`src/rtl/fp_add_scheduler.sv`:
```
// Round-robin scheduler sharing one floating-point adder among N_REQ requesters.
// Optional watchdog on the adder wait enabled by defining FP_SCHED_TIMEOUT_EN.
//
// state  | meaning
// S_IDLE | no operation outstanding; arbitrate among req when adder is not busy
// S_WAIT | operands issued to adder; waiting for add_valid (or watchdog expiry)
module fp_add_scheduler #(
   parameter int N_REQ    = 4,
   parameter int EXPONENT = 8,
   parameter int MANTISSA = 23,
   parameter int TIMEOUT  = 15,
   localparam int W       = EXPONENT + MANTISSA + 1
) (
   input  logic               clk,
   input  logic               rst,
   input  logic [N_REQ-1:0]   req,
   input  logic [N_REQ*W-1:0] op_a,
   input  logic [N_REQ*W-1:0] op_b,
   output logic [N_REQ-1:0]   gnt,
   output logic [N_REQ-1:0]   res_valid,
   output logic [W-1:0]       res_data,
   output logic               add_strt,
   output logic [W-1:0]       add_in1,
   output logic [W-1:0]       add_in2,
   input  logic               add_busy,
   input  logic               add_valid,
   input  logic [W-1:0]       add_out,
   output logic               timeout_err
);
   localparam int IW = (N_REQ > 1) ? $clog2(N_REQ) : 1;

   typedef enum logic {S_IDLE, S_WAIT} state_t;

   state_t        state;
   logic [IW-1:0] owner;
   logic [IW-1:0] last;
   logic          win_found;
   logic [IW-1:0] win_idx;
   logic [IW-1:0] cand;

   // Scan starts just after the last served client so every requester gets a turn.
   always_comb begin
      win_found = 1'b0;
      win_idx   = '0;
      cand      = '0;
      for (int k = 1; k <= N_REQ; k++) begin
         cand = IW'((int'(last) + k) % N_REQ);
         if (!win_found && req[cand]) begin
            win_found = 1'b1;
            win_idx   = cand;
         end
      end
   end

`ifdef FP_SCHED_TIMEOUT_EN
   localparam int WD_W = $clog2(TIMEOUT + 1);
   localparam logic [W-1:0] QNAN = {1'b0, {EXPONENT{1'b1}}, 1'b1, {(MANTISSA-1){1'b0}}};
   logic [WD_W-1:0] wdog;
`else
   assign timeout_err = 1'b0;
`endif

   always_ff @(posedge clk or posedge rst) begin
      if (rst) begin
         state     <= S_IDLE;
         gnt       <= '0;
         res_valid <= '0;
         add_strt  <= 1'b0;
         res_data  <= '0;
         add_in1   <= '0;
         add_in2   <= '0;
         owner     <= '0;
         last      <= IW'(N_REQ - 1);
`ifdef FP_SCHED_TIMEOUT_EN
         wdog        <= '0;
         timeout_err <= 1'b0;
`endif
      end else begin
         gnt       <= '0;
         res_valid <= '0;
         add_strt  <= 1'b0;
`ifdef FP_SCHED_TIMEOUT_EN
         timeout_err <= 1'b0;
`endif
         case (state)
            S_IDLE: begin
               if (win_found && !add_busy) begin
                  add_in1  <= op_a[win_idx*W +: W];
                  add_in2  <= op_b[win_idx*W +: W];
                  gnt      <= N_REQ'(1) << win_idx;
                  add_strt <= 1'b1;
                  owner    <= win_idx;
                  state    <= S_WAIT;
`ifdef FP_SCHED_TIMEOUT_EN
                  wdog     <= '0;
`endif
               end
            end
            S_WAIT: begin
               // A real result on the expiry edge takes priority over the watchdog.
               if (add_valid) begin
                  res_data  <= add_out;
                  res_valid <= N_REQ'(1) << owner;
                  last      <= owner;
                  state     <= S_IDLE;
               end
`ifdef FP_SCHED_TIMEOUT_EN
               else if (wdog == WD_W'(TIMEOUT - 1)) begin
                  res_data    <= QNAN;
                  res_valid   <= N_REQ'(1) << owner;
                  timeout_err <= 1'b1;
                  last        <= owner;
                  state       <= S_IDLE;
               end else begin
                  wdog <= wdog + 1'b1;
               end
`endif
            end
            default: state <= S_IDLE;
         endcase
      end
   end
endmodule

```
`config.mk`:
```
export PLATFORM = sky130hd
export DESIGN_NAME = fp_add_scheduler
export DESIGN_NICKNAME = d
export VERILOG_FILES = /design/src/rtl/fp_add_scheduler.sv
export SDC_FILE = /design/constraint.sdc
export NUM_CORES = 1
export LEC_CHECK = 0
export ABC_AREA = 1
export BUFFER_PORTS_ARGS = -buffer_cell sky130_fd_sc_hd__buf_2
export CORE_AREA = 2 2 157 159
export DETAILED_ROUTE_END_ITERATION = 12
export DIE_AREA = 0 0 159 161
export MAX_ROUTING_LAYER = met4
export PLACE_DENSITY = 0.66
export RECOVER_POWER = 25
export SKIP_CTS_REPAIR_TIMING = 1
export SYNTH_ARGS = -nofsm -noshare
export SYNTH_HDL_FRONTEND = slang
export SYNTH_SLANG_ARGS = --single-unit
```
`constraint.sdc`:
```
create_clock -name clk -period 4.69 [get_ports clk]
set_clock_uncertainty 0.2 [all_clocks]
set_input_delay 0.7035 -clock clk [delete_from_list [all_inputs] [get_ports clk]]
set_output_delay 0.7035 -clock clk [all_outputs]
set_load 0.02 [all_outputs]
```
# Word level (Yosys, flattened, before mapping)

Index checks and enable logic that the tools add are counted.

Add/sub/neg operators: 4
Bitwise gates (word level): 1
Multiplexer cells: 24
Shifts and indexed selects: 4
$lt $le $gt $ge: 4
Reductions and logical operators: 10

Operators by type and width:

| cell                                                                 | number |
|---|---|
| 128-bit by 8-bit indexed part select with 32-bit output              | 2 |
| 4-bit two-way mux                                                    | 4 |
| 2-bit by 3-bit < comparator with 1-bit output, second input constant | 4 |
| 1-bit two-way mux                                                    | 11 |
| 1-bit binary-select mux with 2-bit select                            | 4 |
| 2-bit two-way mux                                                    | 4 |
| 1-bit by 2-bit left shift with 4-bit output, first input constant    | 2 |
| 2-bit by 1-bit adder with 2-bit output, second input constant        | 2 |
| 2-bit adder, second input constant                                   | 2 |
| 1-bit logical AND                                                    | 4 |
| 1-bit logical NOT                                                    | 4 |
| 2-bit AND reduction                                                  | 2 |
| 1-bit one-hot mux with 2 select lines                                | 1 |
| 1-bit inverter                                                       | 1 |

Input port bits: 296
Register bits: 110
Logic and storage cells: 56
Output and inout bits: 106

# Longest topological paths before layout

Gate-level depths: netlist (run 1).

Depth in word-level cells: 16
Depth in mapped cells: 19
Gate-level depth less buffers: 16

# Worst setup path after synthesis (run 1)

OpenSTA, ideal clock, no wires.

Kind: reg-to-reg
From: reg last[1]
To: reg add_in2[14]
Period minus slack after synthesis: 2.188 ns
Stages on the path, launching flop included: 19
Setup slack: 2.502 ns
Arrival time: 1.872 ns
Cell sequence: dfstp_2 clkbuf_2 inv_2 nand2_1 nand2_1 nand2_1 nand2_2 nor2_4 nand3_2 nand2_2 nand2_2 buf_6 buf_6 nand2_1 nand2_1 nand2_1 nand2_1 nand2_1 nand2_1

Cells in the longest elaborated chain, start to end: 15

RTL lines:

| element                                                                                         | RTL line | source |
|---|---|---|
| start: declaration                                                                              | 36       | `logic [IW-1:0] last;` |
| start signal: assignment                                                                        | 73       | `last <= IW'(N_REQ - 1);` |
| start signal: assignment                                                                        | 104      | `last <= owner;` |
| parallel branches: the longest is 15 deep, another holds 2-bit by 1-bit adder with 2-bit output | -        |  |
| end signal: assignment                                                                          | 89       | `add_in2 <= op_b[win_idx*W +: W];` |
| end: declaration                                                                                | 24       | `output logic [W-1:0] add_in2,` |

Several ways; the timed one is not identified. The select of a mux whose other input is x is not followed.
A chain may end at the register's enable or synchronous reset.

# Worst setup path in the final report (run 1)

From: reg last[0]
To: reg add_in2[16]

Same word-level chain as after synthesis.

==> results of run 1 <==
==> state kept, by name (all words and copies together) (netlist names) <==
| name | flops |
|---|---|
| last | 2 |
| add_strt | 1 |
| res_data | 32 |
| owner | 2 |
| state | 1 |
| add_in2 | 32 |
| res_valid | 4 |
| add_in1 | 32 |
| gnt | 4 |
==> cells by family (layout without fill, tap and decap cells) <==
logic type / Yosys count / after routing / share of synthesized area (%)
AND/OR/NAND/NOR: 925 / 925 / 52.65
AO/OA/AOI/OAI: 6 / 6 / 0.4303
flip-flops: 110 / 110 / 39.49
buffers and inverters: 93 / 443 / 7.371
other: 1 / 2 / 0.05375
==> per-layer routing <==
metal | wire length (um) | track usage [%] | vias up
met1 | 10110 | 22.41 | 3627
met4 | 1010 | 9.298 | 0
li1 | - | - | 4157
met3 | 1423 | 2.876 | 57
met5 | 0 | - | -
met2 | 11750 | 32.19 | 322
==> final cells by class <==
type,count,area [sq um]
Sequential cell,110,2755
Tap cell,324,405.4
Clock buffer,9,225.2
Fill cell,2613,14620
Multi-Input combinational cell,932,3725
Inverter,16,62.56
Clock inverter,7,77.57
Antenna cell,1,2.502
Timing Repair Buffer,411,2093
==> worst register-to-register path: stages, from the launching register on <==
cell and delay [ns]:
dfstp_2 0.61, inv_2 0.12, nand2_1 0.07, nand2_1 0.08, nand2_1 0.09, nand2_2 0.08, inv_2 0.06, nand2_1 0.10
nor2_2 0.14, nand2_4 0.29, nand2_4 0.62, buf_12 0.38, nand2_1 0.12, nand2_1 0.11, nand2_1 0.06, nand2_1 0.06
nand2_1 0.05, nand2_1 0.08
==> cells in the mapped netlist <==
cell / count
nor2_4: 1
buf_1: 3
clkinv_1: 1
clkbuf_1: 15
nand3_2: 1
nand3_1: 133
inv_2: 4
nor3_1: 3
nand2_1: 774
clkbuf_2: 1
o21ai_0: 5
buf_2: 38
dfstp_2: 2
conb_1: 1
buf_6: 11
nor2_1: 6
buf_4: 9
nor2_2: 1
inv_1: 11
dfrtp_1: 108
o21ai_1: 1
nand2_2: 6
==> worst max path at each step <==
stage / to / cells after the start / slack [ns] / startpoint
after global routing: add_in1[22]$_DFFE_PP0P_ / 3 / 0.91 / rst
final: add_in2[16]$_DFFE_PP0P_ / 17 / 1.26 / last[0]$_DFFE_PP1P_
after CTS: add_in2[13]$_DFFE_PP0P_ / 17 / 1.25 / last[0]$_DFFE_PP1P_
after detailed placement: add_in2[13]$_DFFE_PP0P_ / 17 / 1.19 / req[2]
after global placement: add_in2[16]$_DFFE_PP0P_ / 17 / 1.23 / req[2]
after floorplan: add_in1[0]$_DFFE_PP0P_ / 1 / 0.89 / rst
==> power breakdown <==
| group | total (mW) | internal, mW | leakage [nW] | switching (mW) |
|---|---|---|---|---|
| combinational | 6.06 | 1.85 | 4.41 | 4.21 |
| clock | 0.785 | 0.379 | 0.144 | 0.406 |
| sequential | 1.63 | 1.39 | 1.39 | 0.237 |
| total | 8.47 | 3.63 | 5.94 | 4.85 |
==> stage by stage <==
stage	cells	cell area (sq um)	power, mW
floorplan	1135	6977	6.488
global placement	1793	9057	7.704
detailed placement	1793	9057	7.732
CTS	1809	9360	8.563
global route	1810	9346	9.442
finish	1810	9346	8.474
==> results by group, run 1 <==
Logic synthesis
  • Yosys top cell area share: 41.64%
  • Post-synthesis cell count: 1135
  • #FFs+latches synth: 110
  • Syn nets: 1431
  • Largest area contributor in the netlist: nand2_1
  • Synth area leaders: nand2_1 (42%), dfrtp_1 (39%), nand3_1 (9.5%)
  • YS warnings: 0
  • Syn avg cell area: 6.147 sq um
  • Sequential fraction of the synthesis area: 39.49%
  • Mapped cell area: 0.006977 sq mm
  • Synth cell types: 22

Min path
  • Sink of the worst hold path: add_in2[0]$_DFFE_PP0P_
  • Hold WC Path Type: flop to flop
  • Hold Path Origin: add_in2[0]$_DFFE_PP0P_
  • Hold Path Depth: 2

Drt
  • DRT iter0 DRCs: 609
  • DR pass1 iterations: 5
  • Wire length per cell: 13.42 um
  • Final WL: 24290 um
  • Vias/cell: 4.510
  • Routed Antenna Nets: 0
  • Via count: 8163
  • Drc violations: 0

Layout
  • Most used cells in the layout excluding fill and tap cells: nand2_1 (773), buf_2 (399), nand3_1 (133)
  • Final nets: 1776
  • Area growth, synth to finish: 33.97%
  • Share of layout cells above drive strength 1: 29.90%
  • Commonest non-fill, non-tap cell in the layout: nand2_1
  • Final core utilization: 39.00%

Clocking
  • TritonCTS clock tree: done
  • H-tree depth: 3
  • Clk root buf: clkbuf_16
  • Clock slew at the register clock pins of the worst setup and hold paths: 0.09 ns
  • Clock buffer depth: 2
  • Clk sinks: 110
  • CTS Buf Count: 9
  • Worst-skew pair later-pin latency: 0.36 ns

Die
  • Core area: 0.02396 sq mm
  • Cell Rows: 57
  • Starting Density: 29.11%
  • Die area: 0.02560 sq mm
  • Die width: 159 um
  • Die height: 161 um
  • IO Count: 402

STA
  • Hold_ws: 0.2760 ns
  • Max Clk Rate: 291.9 MHz
  • Max-slew headroom: -86.29%
  • Slew Viols, Final: 111
  • Setup TNS: 0 ns
  • Hold Fails Final Rpt: 0
  • RSZ-0062 raised after global routing: false
  • Final worst setup slack: 1.264 ns
  • Final period util: 73.05%
  • Worst-Margin Slew: 2.794 ns
  • Finish-stage setup viols: 0
  • Tmin final: 3.426 ns

Placed design
  • Hpwl dp: 17900 um
  • Gpl congestion: 0.9172
  • Pre-CTS setup slack: 1.189 ns
  • Number of port buffers: 400

Critical path
  • Crit start category: flop
  • Largest fanout on the critical path: 69
  • CP Data Arrival Time: 3.51 ns
  • Worst path cell trace: inv_2 > nand2_1 > nand2_1 > nand2_1 > nand2_2 > inv_2 > nand2_1 > nor2_2 > nand2_4 > nand2_4 > buf_12 > nand2_1 > nand2_1 > nand2_1 > nand2_1 > nand2_1 > nand2_1
  • R2r setup slk: 1.26 ns
  • CP max stage delay: 0.61 ns
  • FF-to-FF path depth: 17
  • CP Class: flop to flop
  • Worst r2r src: last[0]$_DFFE_PP1P_
  • CP delay by family, top: simple AND/OR/NAND/NOR gates
  • Crit path required time: 4.78 ns
  • CP Buf/Inv Count: 3
  • Reg2reg end: add_in2[16]$_DFFE_PP0P_
  • Slowest CP cell: dfstp_2
  • CP Capture Type: flop
  • Most frequent CP cell: nand2_1

Power and ir drop
  • Power density cells: 906.7 mW/mm^2
  • Max VDD drop: 0.0006208 V
  • Leakage: 5.938 nW

Global route
  • First-pass GRT wire length: 38760 um
  • Vias in the first global route: 7838
  • Initial antenna violation count: 1
  • GRT Total Usage: 19.09%
  • Largest net degree at the start of global routing: 111
  • GR Overflow Total: 0

Status
  • Failing checks: capacitance limit, slew limit
  • Run status: finished with violations

Run
  • Max-cap violations: 1
No activity file was read; power rests on OpenSTA's default activity.
==> run 2, diff against run 1 <==
--- a/config.mk
+++ b/config.mk
@@ -5,13 +5,13 @@
 export SDC_FILE = /design/constraint.sdc
 export NUM_CORES = 1
 export LEC_CHECK = 0
-export ABC_AREA = 1
+export ABC_AREA = 0
 export BUFFER_PORTS_ARGS = -buffer_cell sky130_fd_sc_hd__buf_2
-export CORE_AREA = 2 2 157 159
+export CORE_AREA = 2 2 155 157
 export DETAILED_ROUTE_END_ITERATION = 12
-export DIE_AREA = 0 0 159 161
+export DIE_AREA = 0 0 157 159
 export MAX_ROUTING_LAYER = met4
-export PLACE_DENSITY = 0.66
+export PLACE_DENSITY = 0.62
 export RECOVER_POWER = 25
 export SKIP_CTS_REPAIR_TIMING = 1
 export SYNTH_ARGS = -nofsm -noshare
==> constraint.sdc (replaced) <==
create_clock -name clk -period 3.4 [get_ports clk]
set_clock_uncertainty 0.2 [all_clocks]
set_input_delay 0.51 -clock clk [delete_from_list [all_inputs] [get_ports clk]]
set_output_delay 0.51 -clock clk [all_outputs]
set_load 0.02 [all_outputs]
==> run 2 against run 1 <==
  * The flow still finishes with violations (capacitance limit, slew limit)
  * Synthesized area down 18%
  * Combinational power down 56%
  * Sequential power up 25%
  * Fmax up 22%
  * Register-to-register slack worse by 0.66 ns
  * Wire length down 6.7%
  * Via count down 28%
  * Final area down 11%
  * Worst hold slack worse by 0.11 ns
  * Clock power up 45%
  * Sequential cell count unchanged
  * Synthesized cell count down 51%
  * Critical endpoint is now add_in1[17]$_DFFE_PP0P_
  * Largest cell class is now sequential cells
  * Largest power group unchanged
==> results by group, run 2 <==
Layout
  • Area growth, synth to finish: 45.72%
  • Commonest non-fill, non-tap cell in the layout: buf_2
  • Final core utilization: 35.97% (-3.0 points)
  • Biggest registers after layout: add_in1: 32 flops, add_in2: 32 flops, res_data: 32 flops
  • Final nets: 1234 (-31%)
  • Filler cell count: 2414 (-7.6%)
  • Share of layout cells above drive strength 1: 47.93% (+18 points)
  • Most used cells in the layout excluding fill and tap cells: buf_2 (343), dfrtp_1 (108), nor2_1 (71)

Logic synthesis
  • Synth cell types: 38 (+73%)
  • Asr flop ratio synth: 100.0% (unchanged)
  • Post-synth EDFFs: 0 (unchanged)
  • Mux contribution to synthesized area: 18.88% (+19 points)
  • Sequential fraction of the synthesis area: 48.12% (+8.6 points)
  • Ys flop type: dfrtp_1
  • Mapped cell area: 0.005725 sq mm (-18%)
  • Post-synthesis cell count: 559 (-51%)
  • Syn nets: 855 (-40%)
  • Largest area contributor in the netlist: dfrtp_1
  • Synth Area in Simple Gates: 10.25% (-42 points)
  • #FFs+latches synth: 110 (unchanged)
  • Cell with the most instances after synthesis: dfrtp_1
  • Yosys top cell area share: 47.20% (+5.6 points)
  • Synth area leaders: dfrtp_1 (47%), mux2_2 (14%), a221oi_1 (8.6%)
  • Synth Area in XOR/XNOR: 0% (unchanged)
  • Syn avg cell area: 10.24 sq um (+67%)
  • Commonest cells post-synth: dfrtp_1 (108), nor2_1 (71), mux2_2 (69), nand2_1 (66), a21oi_1 (59)
  • Compound-Gate Fraction of Synth Area: 18.38% (+18 points)
  • YS warnings: 0 (unchanged)
  • Adder-Cell Fraction of Synth Area: 0% (unchanged)
  • Largest family of logic cells by synthesized area: multiplexers

Drt
  • Final WL: 22650 um (-6.7%)
  • Drc violations: 0 (unchanged)
  • DRT iter0 DRCs: 289 (-53%)
  • Routed Antenna Nets: 0 (unchanged)
  • Via count: 5894 (-28%)
  • Wire length per cell: 17.88 um (+33%)
  • DR pass1 iterations: 5 (unchanged)
  • Vias/cell: 4.652 (+3.1%)

STA
  • Max-slew headroom: -10.79% (+76 points)
  • Hold Fails Final Rpt: 0 (unchanged)
  • Finish-stage setup viols: 0 (unchanged)
  • Final period util: 82.29% (+9.2 points)
  • Tmin final: 2.798 ns (-0.6281 ns)
  • RSZ-0062 raised after global routing: false
  • Max Clk Rate: 357.4 MHz (+22%)
  • Slew Viols, Final: 31 (-72%)
  • Worst-Margin Slew: 1.662 ns (-1.133 ns)
  • Setup TNS: 0 ns (unchanged)

Placed design
  • Number of port buffers: 400 (unchanged)
  • Gpl congestion: 0.8651 (-5.7%)
  • Hpwl dp: 17190 um (-3.9%)

Clocking
  • TritonCTS clock tree: done
  • Clock buffer depth: 2 (unchanged)
  • Clk sinks: 110 (unchanged)
  • Clock slew at the register clock pins of the worst setup and hold paths: 0.08 ns (about the same)
  • Worst-skew pair later-pin latency: 0.36 ns (about the same)
  • CTS Buf Count: 9 (unchanged)
  • Clk root buf: clkbuf_16
  • H-tree depth: 3 (unchanged)

Die
  • Die width: 157 um (-1.3%)
  • Die area: 0.02496 sq mm (-2.5%)
  • Cell Rows: 56 (-1.8%)
  • IO Count: 402 (unchanged)
  • Die height: 159 um (-1.2%)
  • Core area: 0.02319 sq mm (-3.2%)
  • Starting Density: 24.69% (-4.4 points)

Global route
  • GRT Total Usage: 18.09% (-1.0 points)
  • Vias in the first global route: 5983 (-24%)
  • Largest net degree at the start of global routing: 98 (-12%)
  • Initial antenna violation count: 5 (+4)
  • First-pass GRT wire length: 33530 um (-13%)
  • GR Overflow Total: 0 (unchanged)

Power and ir drop
  • Tot Pwr: 5.830 mW (-31%)
  • Power density cells: 698.8 mW/mm^2 (-23%)
  • Leakage: 3.973 nW (-33%)
  • Max VDD drop: 0.0002870 V (-54%)

Critical path
  • Crit start category: flop
  • CP max stage delay: 0.77 ns (+0.16 ns)
  • CP Buf/Inv Count: 1 (-2)
  • Slowest CP cell: dfstp_1
  • Largest fanout on the critical path: 35 (-49%)
  • CP Capture Type: flop
  • CP Class: flop to flop
  • Worst path cell trace: and3b_1 > a2111o_2 > buf_12 > mux2_2 > nand2_1 > a21oi_1
  • CP Data Arrival Time: 2.83 ns (-0.68 ns)
  • CP delay by family, top: flip-flops
  • Crit path required time: 3.43 ns (-1.35 ns)

Status
  • Run status: finished with violations
  • Failing checks: capacitance limit, slew limit

Run
  • Max-cap violations: 1 (unchanged)

Min path
  • Hold WC Path Type: input pin to flop
-- run 2: cell count changes after synthesis, sizes merged, moves of 14 or more --
cell / before / now
a221oi: 0 / 56
nand2: 780 / 66
nand3: 134 / 1
mux2: 0 / 88
clkbuf: 16 / 30
buf: 61 / 20
a21oi: 0 / 59
nor2: 8 / 71
-- run 2: cell type report --
cell class | instances | area (sq um) | share of cell area (%)
clock buffers | 9 | 225.2 | 2.699
well taps | 319 | 399.1 | 4.784
flip-flops and latches | 110 | 2755 | 33.02
repair buffers | 418 | 2102 | 25.20
multi-input cells | 393 | 2740 | 32.84
clock inverters | 7 | 85.08 | 1.020
diodes | 5 | 12.51 | 0.1500
inverters | 6 | 23.77 | 0.2849
-- run 2: per-layer routing --
| layer | vias up | GRT usage (%) | share of wire [%] |
|---|---|---|---|
| li1 | 2804 | - | - |
| met2 | 289 | 32.02 | 51 |
| met4 | 0 | 5.004 | 1.8 |
| met5 | - | - | 0 |
| met3 | 23 | 4.355 | 6.8 |
| met1 | 2778 | 20.13 | 40 |
-- run 2: worst paths after layout --
check / slack [ns] / startpoint / endpoint / depth (start not counted)
max in group asynchronous: 1.46 / rst / add_in1[31]$_DFFE_PP0P_ / 4
worst max-delay path: 0.60 / last[1]$_DFFE_PP1P_ / add_in1[17]$_DFFE_PP0P_ / 6
worst min-delay path: 0.16 / add_valid / state$_DFF_PP0_ / 2
worst min register to register: 0.28 / owner[1]$_DFFE_PP0P_ / res_valid[1]$_DFF_PP0_ / 1
min in group asynchronous: 0.54 / rst / gnt[0]$_DFF_PP0_ / 3
worst max register to register: 0.60 / last[1]$_DFFE_PP1P_ / add_in1[17]$_DFFE_PP0P_ / 6
-- run 2: power by group --
group          leakage (nW)  switching (mW)  total, mW  internal (mW)
Clock                 0.153           0.610       1.14          0.535
Sequential             1.26           0.279       2.04           1.76
Combinational          2.56            1.64       2.65           1.01
Total                  3.97            2.53       5.83           3.30
-- run 2: metrics by stage --
step | area, sq um | cells | setup WS [ns] | hold slack, ns
CTS | 8398 | 1261 | 0.7070 | -0.1009
detailed placement | 8088 | 1245 | 0.6024 | 0.2882
floorplan | 5729 | 559 | 1.102 | 0.2469
global placement | 8088 | 1245 | 0.6322 | 0.2824
finish | 8343 | 1267 | 0.6020 | 0.1631
global route | 8343 | 1267 | 0.4437 | 0.1492
-- run 2: cells by family after synthesis --
| group | count (synthesis) |
|---|---|
| AND/OR/NAND/NOR | 149 |
| AO/OA/AOI/OAI | 146 |
| flip-flops | 110 |
| multiplexers | 97 |
| buffers and inverters | 56 |
| other | 1 |
